--- src/rtl/mult_rr_pkg.sv ---
// mult_rr_pkg
//   Shared constants and types for the round-robin multiplier scheduler.
//   DATA_W   operand width
//   PROD_W   product width
//   MULT_LAT pipeline depth of the shared multiplier (and of the tag pipe)
//   TAG_ID_W tag ID width, sized for the largest supported requester count (8)
//   tag_t    one tag-pipe stage: valid bit plus requester ID
package mult_rr_pkg;

  localparam int DATA_W   = 8;
  localparam int PROD_W   = 16;
  localparam int MULT_LAT = 5;
  localparam int MAX_NREQ = 8;
  localparam int TAG_ID_W = $clog2(MAX_NREQ);

  typedef struct packed {
    logic                v;
    logic [TAG_ID_W-1:0] id;
  } tag_t;

endpackage

--- src/rtl/pipelined_multiplier_8bit.sv ---
// pipelined_multiplier_8bit
//   Unsigned 8x8 -> 16 multiplier, fixed 5-cycle latency, no valid/stall.
//   Operands presented before edge N appear on p after edge N+4.
//   Ports:
//     clk  in   clock
//     rst  in   asynchronous active-high reset, clears every stage
//     a    in   [7:0]  operand A
//     b    in   [7:0]  operand B
//     p    out  [15:0] product
module pipelined_multiplier_8bit
  import mult_rr_pkg::*;
(
  input  logic              clk,
  input  logic              rst,
  input  logic [DATA_W-1:0] a,
  input  logic [DATA_W-1:0] b,
  output logic [PROD_W-1:0] p
);

  logic [DATA_W-1:0] a_q, b_q;
  logic [11:0]       pp_lo_q, pp_hi_q;
  logic [PROD_W-1:0] sum_q, dly_q, p_q;

  // Split B into nibbles so the widest single-stage operation is 8x4.
  always_ff @(posedge clk or posedge rst) begin
    if (rst) begin
      a_q     <= '0;
      b_q     <= '0;
      pp_lo_q <= '0;
      pp_hi_q <= '0;
      sum_q   <= '0;
      dly_q   <= '0;
      p_q     <= '0;
    end else begin
      a_q     <= a;
      b_q     <= b;
      pp_lo_q <= 12'(a_q) * 12'(b_q[3:0]);
      pp_hi_q <= 12'(a_q) * 12'(b_q[7:4]);
      sum_q   <= {pp_hi_q, 4'b0000} + 16'(pp_lo_q);
      dly_q   <= sum_q;
      p_q     <= dly_q;
    end
  end

  assign p = p_q;

endmodule

--- src/rtl/rr_arbiter.sv ---
// rr_arbiter
//   Rotating-priority arbiter. The requester at ptr has top priority, the
//   search wraps NREQ-1 -> 0. On accept the pointer moves to grant_id+1.
//   Ports:
//     clk          in   clock
//     rst_n        in   asynchronous active-low reset (ptr -> 0)
//     req          in   [NREQ-1:0] request vector
//     accept       in   grant was taken this cycle
//     grant        out  [NREQ-1:0] one-hot grant (combinational)
//     grant_id     out  [ID_W-1:0] encoded grant
//     grant_valid  out  any grant asserted
module rr_arbiter #(
  parameter  int NREQ = 4,
  localparam int ID_W = $clog2(NREQ)
) (
  input  logic            clk,
  input  logic            rst_n,
  input  logic [NREQ-1:0] req,
  input  logic            accept,
  output logic [NREQ-1:0] grant,
  output logic [ID_W-1:0] grant_id,
  output logic            grant_valid
);

  logic [ID_W-1:0] ptr_q;

  always_comb begin
    logic [ID_W:0]   idx_sum;
    logic [ID_W-1:0] idx;
    grant       = '0;
    grant_id    = '0;
    grant_valid = 1'b0;
    idx_sum     = '0;
    idx         = '0;
    for (int k = 0; k < NREQ; k++) begin
      // ptr + k, wrapped without a general modulo
      idx_sum = {1'b0, ptr_q} + (ID_W+1)'(k);
      if (idx_sum >= (ID_W+1)'(NREQ)) begin
        idx_sum = idx_sum - (ID_W+1)'(NREQ);
      end
      idx = idx_sum[ID_W-1:0];
      if (!grant_valid && req[idx]) begin
        grant[idx]  = 1'b1;
        grant_id    = idx;
        grant_valid = 1'b1;
      end
    end
  end

  always_ff @(posedge clk or negedge rst_n) begin
    if (!rst_n) begin
      ptr_q <= '0;
    end else if (accept && grant_valid) begin
      ptr_q <= (grant_id == ID_W'(NREQ-1)) ? '0 : grant_id + 1'b1;
    end
  end

endmodule

--- src/rtl/mult_rr_scheduler.sv ---
// mult_rr_scheduler
//   Shares one pipelined_multiplier_8bit between NREQ requesters using
//   round-robin arbitration, one issue per cycle. A tag pipe running beside
//   the multiplier carries {valid, id} so each product returns tagged with
//   its requester, 5 cycles after the handshake, in issue order.
//   Optional feature macro: MULT_RR_STATS_EN (per-requester saturating grant
//   counters). Without it stat_cnt reads 0 and stat_clr is ignored.
//   Ports:
//     clk        in   clock
//     rst_n      in   asynchronous active-low reset
//     req_valid  in   [NREQ-1:0]     per-requester valid
//     req_ready  out  [NREQ-1:0]     one-hot grant (combinational)
//     req_a      in   [NREQ*8-1:0]   operand A, requester i at [8*i+:8]
//     req_b      in   [NREQ*8-1:0]   operand B, requester i at [8*i+:8]
//     rsp_valid  out  result pulse, no backpressure
//     rsp_id     out  [ID_W-1:0]     requester of the result
//     rsp_p      out  [15:0]         product, holds last value when idle
//     busy       out  any op in flight
//     stat_clr   in   synchronous clear of grant counters
//     stat_cnt   out  [NREQ*CNT_W-1:0] grant counters
module mult_rr_scheduler
  import mult_rr_pkg::*;
#(
  parameter  int NREQ  = 4,
  parameter  int CNT_W = 16,
  localparam int ID_W  = $clog2(NREQ)
) (
  input  logic                  clk,
  input  logic                  rst_n,
  input  logic [NREQ-1:0]       req_valid,
  output logic [NREQ-1:0]       req_ready,
  input  logic [NREQ*DATA_W-1:0] req_a,
  input  logic [NREQ*DATA_W-1:0] req_b,
  output logic                  rsp_valid,
  output logic [ID_W-1:0]       rsp_id,
  output logic [PROD_W-1:0]     rsp_p,
  output logic                  busy,
  input  logic                  stat_clr,
  output logic [NREQ*CNT_W-1:0] stat_cnt
);

  localparam int LAST = MULT_LAT - 1;

  logic [NREQ-1:0]   grant;
  logic [ID_W-1:0]   grant_id;
  logic              handshake;
  logic [DATA_W-1:0] mult_a, mult_b;
  logic [PROD_W-1:0] mult_p;
  logic [PROD_W-1:0] p_hold_q;
  tag_t              tag_q [MULT_LAT];

  rr_arbiter #(.NREQ(NREQ)) u_arb (
    .clk        (clk),
    .rst_n      (rst_n),
    .req        (req_valid),
    .accept     (handshake),
    .grant      (grant),
    .grant_id   (grant_id),
    .grant_valid(handshake)
  );

  // Grants only exist for valid requesters, so any grant is a handshake.
  assign req_ready = grant;

  // One-hot AND-OR operand mux; zero operands when nothing is granted.
  always_comb begin
    mult_a = '0;
    mult_b = '0;
    for (int i = 0; i < NREQ; i++) begin
      if (grant[i]) begin
        mult_a = mult_a | req_a[DATA_W*i +: DATA_W];
        mult_b = mult_b | req_b[DATA_W*i +: DATA_W];
      end
    end
  end

  pipelined_multiplier_8bit u_mult (
    .clk(clk),
    .rst(~rst_n),
    .a  (mult_a),
    .b  (mult_b),
    .p  (mult_p)
  );

  always_ff @(posedge clk or negedge rst_n) begin
    if (!rst_n) begin
      for (int i = 0; i < MULT_LAT; i++) begin
        tag_q[i] <= '0;
      end
    end else begin
      tag_q[0] <= '{v: handshake, id: TAG_ID_W'(grant_id)};
      for (int i = 1; i < MULT_LAT; i++) begin
        tag_q[i] <= tag_q[i-1];
      end
    end
  end

  // Multiplier output changes every cycle; keep the last real result.
  always_ff @(posedge clk or negedge rst_n) begin
    if (!rst_n) begin
      p_hold_q <= '0;
    end else if (tag_q[LAST].v) begin
      p_hold_q <= mult_p;
    end
  end

  assign rsp_valid = tag_q[LAST].v;
  assign rsp_id    = tag_q[LAST].id[ID_W-1:0];
  assign rsp_p     = tag_q[LAST].v ? mult_p : p_hold_q;

  // Tag IDs are sized for 8 requesters; upper bits are zero for smaller NREQ.
  logic [TAG_ID_W-1:0] unused_rsp_tag_id;
  assign unused_rsp_tag_id = tag_q[LAST].id;

  always_comb begin
    busy = 1'b0;
    for (int i = 0; i < MULT_LAT; i++) begin
      busy = busy | tag_q[i].v;
    end
  end

`ifdef MULT_RR_STATS_EN
  logic [CNT_W-1:0] cnt_q [NREQ];

  // Clear has priority over a same-cycle increment; counters stick at all-ones.
  always_ff @(posedge clk or negedge rst_n) begin
    if (!rst_n) begin
      for (int i = 0; i < NREQ; i++) begin
        cnt_q[i] <= '0;
      end
    end else if (stat_clr) begin
      for (int i = 0; i < NREQ; i++) begin
        cnt_q[i] <= '0;
      end
    end else begin
      for (int i = 0; i < NREQ; i++) begin
        if (grant[i] && (cnt_q[i] != {CNT_W{1'b1}})) begin
          cnt_q[i] <= cnt_q[i] + 1'b1;
        end
      end
    end
  end

  for (genvar gi = 0; gi < NREQ; gi++) begin : g_stat
    assign stat_cnt[CNT_W*gi +: CNT_W] = cnt_q[gi];
  end
`else
  assign stat_cnt = '0;

  logic unused_stat_clr;
  assign unused_stat_clr = stat_clr;
`endif

endmodule
--- config.mk ---
export PLATFORM = sky130hd
export DESIGN_NAME = mult_rr_scheduler
export DESIGN_NICKNAME = d
export VERILOG_FILES = /design/src/rtl/mult_rr_pkg.sv /design/src/rtl/pipelined_multiplier_8bit.sv /design/src/rtl/rr_arbiter.sv /design/src/rtl/mult_rr_scheduler.sv
export SDC_FILE = /design/constraint.sdc
export NUM_CORES = 1
export LEC_CHECK = 0
export BUFFER_PORTS_ARGS = -buffer_cell sky130_fd_sc_hd__buf_2
export CORE_ASPECT_RATIO = 0.7
export CORE_MARGIN = 2
export CORE_UTILIZATION = 40
export DETAILED_ROUTE_END_ITERATION = 16
export GPL_TIMING_DRIVEN = 0
export PLACE_DENSITY = 0.61
export SYNTH_ARGS = -nofsm -noshare
export SYNTH_HDL_FRONTEND = slang
export SYNTH_SLANG_ARGS = --single-unit
--- constraint.sdc ---
create_clock -name clk -period 6.43 [get_ports clk]
set_input_delay 0.3215 -clock clk [delete_from_list [all_inputs] [get_ports clk]]
set_output_delay 0.3215 -clock clk [all_outputs]
set_load 0.01 [all_outputs]
# --- Word-level counts from Yosys, hierarchy flattened ---
# Cells that the tools add are included.
totals:
  in_bits: 71
  out_inout_bits: 88
  regBits: 121
  word_cells: 108
classes:
  order_cmp: 12
  n_bitwise: 13
  reduce_logical: 10
  mul: 2
  eq_ne: 1
  addsub: 9
  n_mux: 42
op_table:
  columns: ["cell", "n"]
  rows:
  - ["8-bit two-way mux", 8]
  - ["8-bit OR", 6]
  - ["8-bit by 4-bit multiplier with 12-bit output", 2]
  - ["2-bit two-way mux", 9]
  - ["16-bit by 12-bit adder with 16-bit output", 1]
  - ["16-bit two-way mux", 1]
  - ["4-bit two-way mux", 4]
  - ["2-bit by 3-bit < comparator with 1-bit output, second input constant", 4]
  - ["1-bit two-way mux", 12]
  - ["4-bit OR", 3]
  - ["3-bit greater-or-equal comparator, second input constant", 3]
  - ["1-bit binary-select mux with 2-bit select", 4]
  - ["1-bit demux with 2-bit select", 4]
  - ["2-bit by 1-bit greater-or-equal comparator with 1-bit output, second input constant", 4]
  - ["2-bit by 1-bit subtractor with 2-bit output, second input constant", 4]
  - ["1-bit logical AND", 7]
  - ["2-bit by 2-bit adder with 3-bit output, second input constant", 2]
  - ["1-bit OR", 4]
  - ["2-bit by 1-bit adder with 3-bit output, second input constant", 1]
  - ["2-bit by 3-bit greater-or-equal comparator with 1-bit output, second input constant", 1]
  - ["1-bit logical NOT", 3]
  - ["2-bit by 1-bit adder with 2-bit output, second input constant", 1]
  - ["2-bit equality test, second input constant", 1]

# --- Depth between registers and ports, before layout ---
logic_depth:
  depth_word: 21
  ltp_mapped: 12
  ltp_nobuf: 12

# --- Hierarchy ---
# From an unflattened synthesis, not the netlist that was laid out.
hier_totals:
  hier_cells: 614
  hier_area_um2: 6969.2
by_module_without_submodules:
  columns: ["module", "n_inst", "seq_area_each_um2", "cells_each", "area_each_um2"]
  rows:
  - ["pipelined_multiplier_8bit", 1, 2202.1, 378, 4544.4]
  - ["mult_rr_scheduler", 1, 775.7, 176, 1876.8]
  - ["rr_arbiter", 1, 50.0, 60, 548.0]

# --- Worst setup path after synthesis ---
# OpenSTA, ideal clock, no wires.
synth_path:
  path_kind: "reg2reg"
  start: "reg u_mult.b_q[7]"
  end: "reg u_mult.pp_hi_q[11]"
  path_stages_with_launch: 12
  path_slack_ps: 3062
  synth_period_minus_slack_ps: 3368
  path_buffers: 0
  arrival_ps: 3295
  required_ps: 6357
  setup_ps: 73
  path_cell_list: "dfrtp_1 -> and2_1 -> fa_1 -> inv_1 -> fa_1 -> inv_1 -> ha_1 -> nor2b_1 -> o31a_1 -> or4_1 -> a2111oi_0 -> nand4bb_1"
synth_via:
  elab_chain_cells: 1
synth_rtl:
  columns: ["item", "line_no", "rtl"]
  rows:
  - ["start: declaration", "pipelined_multiplier_8bit.sv:20", "logic [DATA_W-1:0] a_q, b_q;"]
  - ["start signal: assignment", "pipelined_multiplier_8bit.sv:28", "b_q <= '0;"]
  - ["start signal: assignment", "pipelined_multiplier_8bit.sv:36", "b_q <= b;"]
  - ["8-bit by 4-bit multiplier with 12-bit output", "pipelined_multiplier_8bit.sv:38", "pp_hi_q <= 12'(a_q) * 12'(b_q[7:4]);"]
  - ["end signal: assignment", "pipelined_multiplier_8bit.sv:38", null]
  - ["end: declaration", "pipelined_multiplier_8bit.sv:21", "logic [11:0] pp_lo_q, pp_hi_q;"]
# No other way between the ends.
# A chain may end at the register's enable or synchronous reset.

==> key figures <==
Run status
  – Outcome: finished with violations
  – Failing checks: negative hold slack

GRT
  – Antenna violations before repair: 0
  – Gr usage total: 0.141
  – Largest net degree at the start of global routing: 66
  – Total gr overflow: 0
  – Global-route wire length before repair: just over 20 mm
  – Number of global-route vias before repair: 4300

Detailed routing
  – Routed Wire Length: around 12 mm
  – Vias: 4335
  – DR pass1 iterations: 4
  – Post-route DRC: 0
  – Detailed Route Iter0 Violations: ~170
  – DRT antenna net count: 0
  – Routed len/inst: 12.0 um
  – Via density: around 4.4

Synth
  – Post-synth EDFFs: 0
  – Synth top area share: 0.448
  – Synth area leader: dfrtp_1
  – Fraction of the mapped netlist area in simple logic gates: 0.100
  – Netlist cell types: 54
  – Mapped Area: roughly 6800 um2
  – Main combinational cell family by area after synthesis: adder cells
  – Cells after Synth: just under 600
  – Syn Area/Cell: 11.7 um2
  – Sequential area share after synthesis: 0.448
  – Mux contribution to synthesized area: 0.0400
  – Top-count cell post-synth: dfrtp_1
  – Synth Flop Type: dfrtp_1
  – Post-Synth Adder-Cell Area: 0.159
  – Compound-Gate Fraction of Synth Area: 0.105
  – Synth top cells by count: dfrtp_1, buf_4, inv_1, ha_1, and2_1
  – Main area contributors after synthesis: dfrtp_1, ha_1, buf_4
  – FFs w/ async S/R, synth: 1.00
  – Synth warn: 0
  – #FFs+latches synth: ~120
  – Post-Synth XOR/XNOR Area: 0.0337

Timing
  – Tmin final: slightly below 4 ns
  – RSZ-0062 raised after global routing: no
  – Worst Tran Pin Value: approximately 0.79 ns
  – Max Freq: about 0.25 GHz
  – Finish-stage setup viols: 0
  – Worst-case clock skew: 0.00640 ns
  – Sum of negative setup slack: 0 ns
  – Hold Fails Final Rpt: 10
  – Final hold slack: -0.0136 ns
  – Max-slew violations: 0
  – Tcrit/Tclk final: 0.611
  – Slew headroom: 0.470

CTS
  – CTS Buffer Depth: 2
  – H-Tree Depth: 4
  – Clock Latency Late Sink: around 0.41 ns
  – CTS sink cnt: about 120
  – CTS Buf Count: 17
  – Post-CTS setup buffers: 0
  – TritonCTS clock tree: done
  – Cts repair resizes: 0
  – CTS Hold Bufs: 0
  – Root buffer cell: clkbuf_16
  – Clock transition at path regs: roughly 0.06 ns

Worst setup path
  – Critical-path top delay cell: mux4_2
  – CP Capture Type: output pin
  – CP required: around 6 ns
  – Buf/Inv on CP: 5
  – Crit path DAT: ~3.6 ns
  – Critical setup path kind: register to output pin
  – Critical Path Most Common Cell: buf_2
  – Worst path max stage delay: 0.61 ns
  – Worst setup SP type: register
  – CP delay by family, top: buffers and inverters
  – Ordered cell list for the critical path: buf_2 > inv_1 > ha_1 > buf_6 > mux4_2 > or2_4 > nor3b_4 > nand2_1 > o21ai_2 > buf_4 > buf_2
  – Crit path max fanout: 10

Die
  – Row count: 39
  – Die Area: about 18000 um2
  – Die W: 159 um
  – Num ports: around 160
  – Initial core utilization: 0.411
  – Die height: between 100 and 150 um
  – Core Area: about 16000 um2

Finish
  – # nets final: 898
  – Layout area overhead: 23.7%
  – Ant. Diodes: 0
  – Layout cell share with drive strength beyond 1: 0.307

Job
  – Number of max-cap violations: 0

Placement
  – Post-DP HPWL: around 9.4 mm
  – Global placer's final weighted congestion: ~0.81
  – Port-buffer cells: 93

Hold path
  – HP Class: primary input to asynchronous set/reset pin
path summary, 6_finish.rpt:
kind / startpoint / end / slack [ns] / cells after the start
max: register / req_ready[1] / 2.50 / 11
min: rst_n / p_hold_q[14] / -0.01 / 1
max reg2reg: u_mult.a_q[1] / u_mult.pp_hi_q[11] / 2.75 / 11
min reg2reg: u_mult.sum_q[5] / u_mult.dly_q[5] / 0.34 / 0
max in group asynchronous: rst_n / u_mult.b_q[5] / 5.70 / 2
min in group clk: req_a[6] / u_mult.a_q[6] / 0.14 / 2
sequential cells by signal (all words and copies together) (netlist names), named ones only:
signal             count
u_mult.a_q             8
u_mult.pp_hi_q        12
p_hold_q              16
u_mult.dly_q          16
tag_q                 12
rsp_valid              1
u_arb.ptr_q            1
u_mult.p              16
u_mult.pp_lo_q        12
u_mult.b_q             8
u_mult.sum_q          16
unused_rsp_tag_id      2
cell type report:
| cell class | count | area, um2 |
|---|---|---|
| well taps | 225 | 282 |
| clock buffers | 17 | 425 |
| plain buffers | 76 | 572 |
| inverters | 52 | 195 |
| repair buffers | 94 | 495 |
| flip-flops and latches | 121 | 3030 |
| fillers | 1505 | 8080 |
| multi-input cells | 394 | 3200 |
| clock inverters | 15 | 165 |
metrics by stage:
stage / cells / utilization / worst slack [ns] / hold WS, ns / instance area, um2
after floorplan: 643 / - / 3.06 / 0.0259 / 7000
after global placement: 961 / 0.471 / 2.81 / 0.332 / 7740
after detailed placement: 962 / 0.473 / 2.78 / 0.335 / 7770
after CTS: 994 / 0.509 / 2.46 / 0.0143 / 8370
after global routing: 994 / 0.509 / 2.20 / 0.0574 / 8370
final: 994 / 0.509 / 2.50 / -0.0136 / 8370
per-layer routing:
| layer | wire length (um) | GRT usage | vias up | part of all wire |
|---|---|---|---|---|
| met3 | 641 | 0.0385 | 10 | 0.054 |
| met5 | 0 | 0 | - | 0 |
| met4 | 117 | 0.0473 | 0 | 0.0098 |
| met2 | 5360 | 0.218 | 135 | 0.45 |
| li1 | - | - | 2186 | - |
| met1 | 5760 | 0.194 | 2004 | 0.49 |
cells by family (layout without fill, tap and decap cells):
group / count (synthesis) / after routing
buf+inv: 128 / 254
simple gates: 126 / 126
flops: 121 / 121
compound gates: 87 / 87
fa+ha+maj: 71 / 71
xor+xnor: 26 / 26
mux: 20 / 20
other cells: 1 / 64
cell usage in the layout, fill, tap and decap left out, types with 3 or more instances in the layout:
cell,instances
conb_1,64
mux2_2,16
buf_4,69
clkbuf_16,17
mux4_2,4
a221o_1,9
dfrtp_1,121
a221o_2,9
a22o_1,16
nor2b_1,11
buf_2,93
xnor2_1,23
buf_6,4
and2_1,43
nand2_1,31
inv_6,5
o211ai_1,5
nor2_1,21
o21ai_0,11
ha_1,46
a21oi_1,11
xor2_1,3
a221oi_1,3
fa_1,25
nor3_1,8
inv_1,52
clkinvlp_4,3
Power is not shown: default switching activity piles up to over one toggle a cycle in this logic, so the estimate is an artifact.
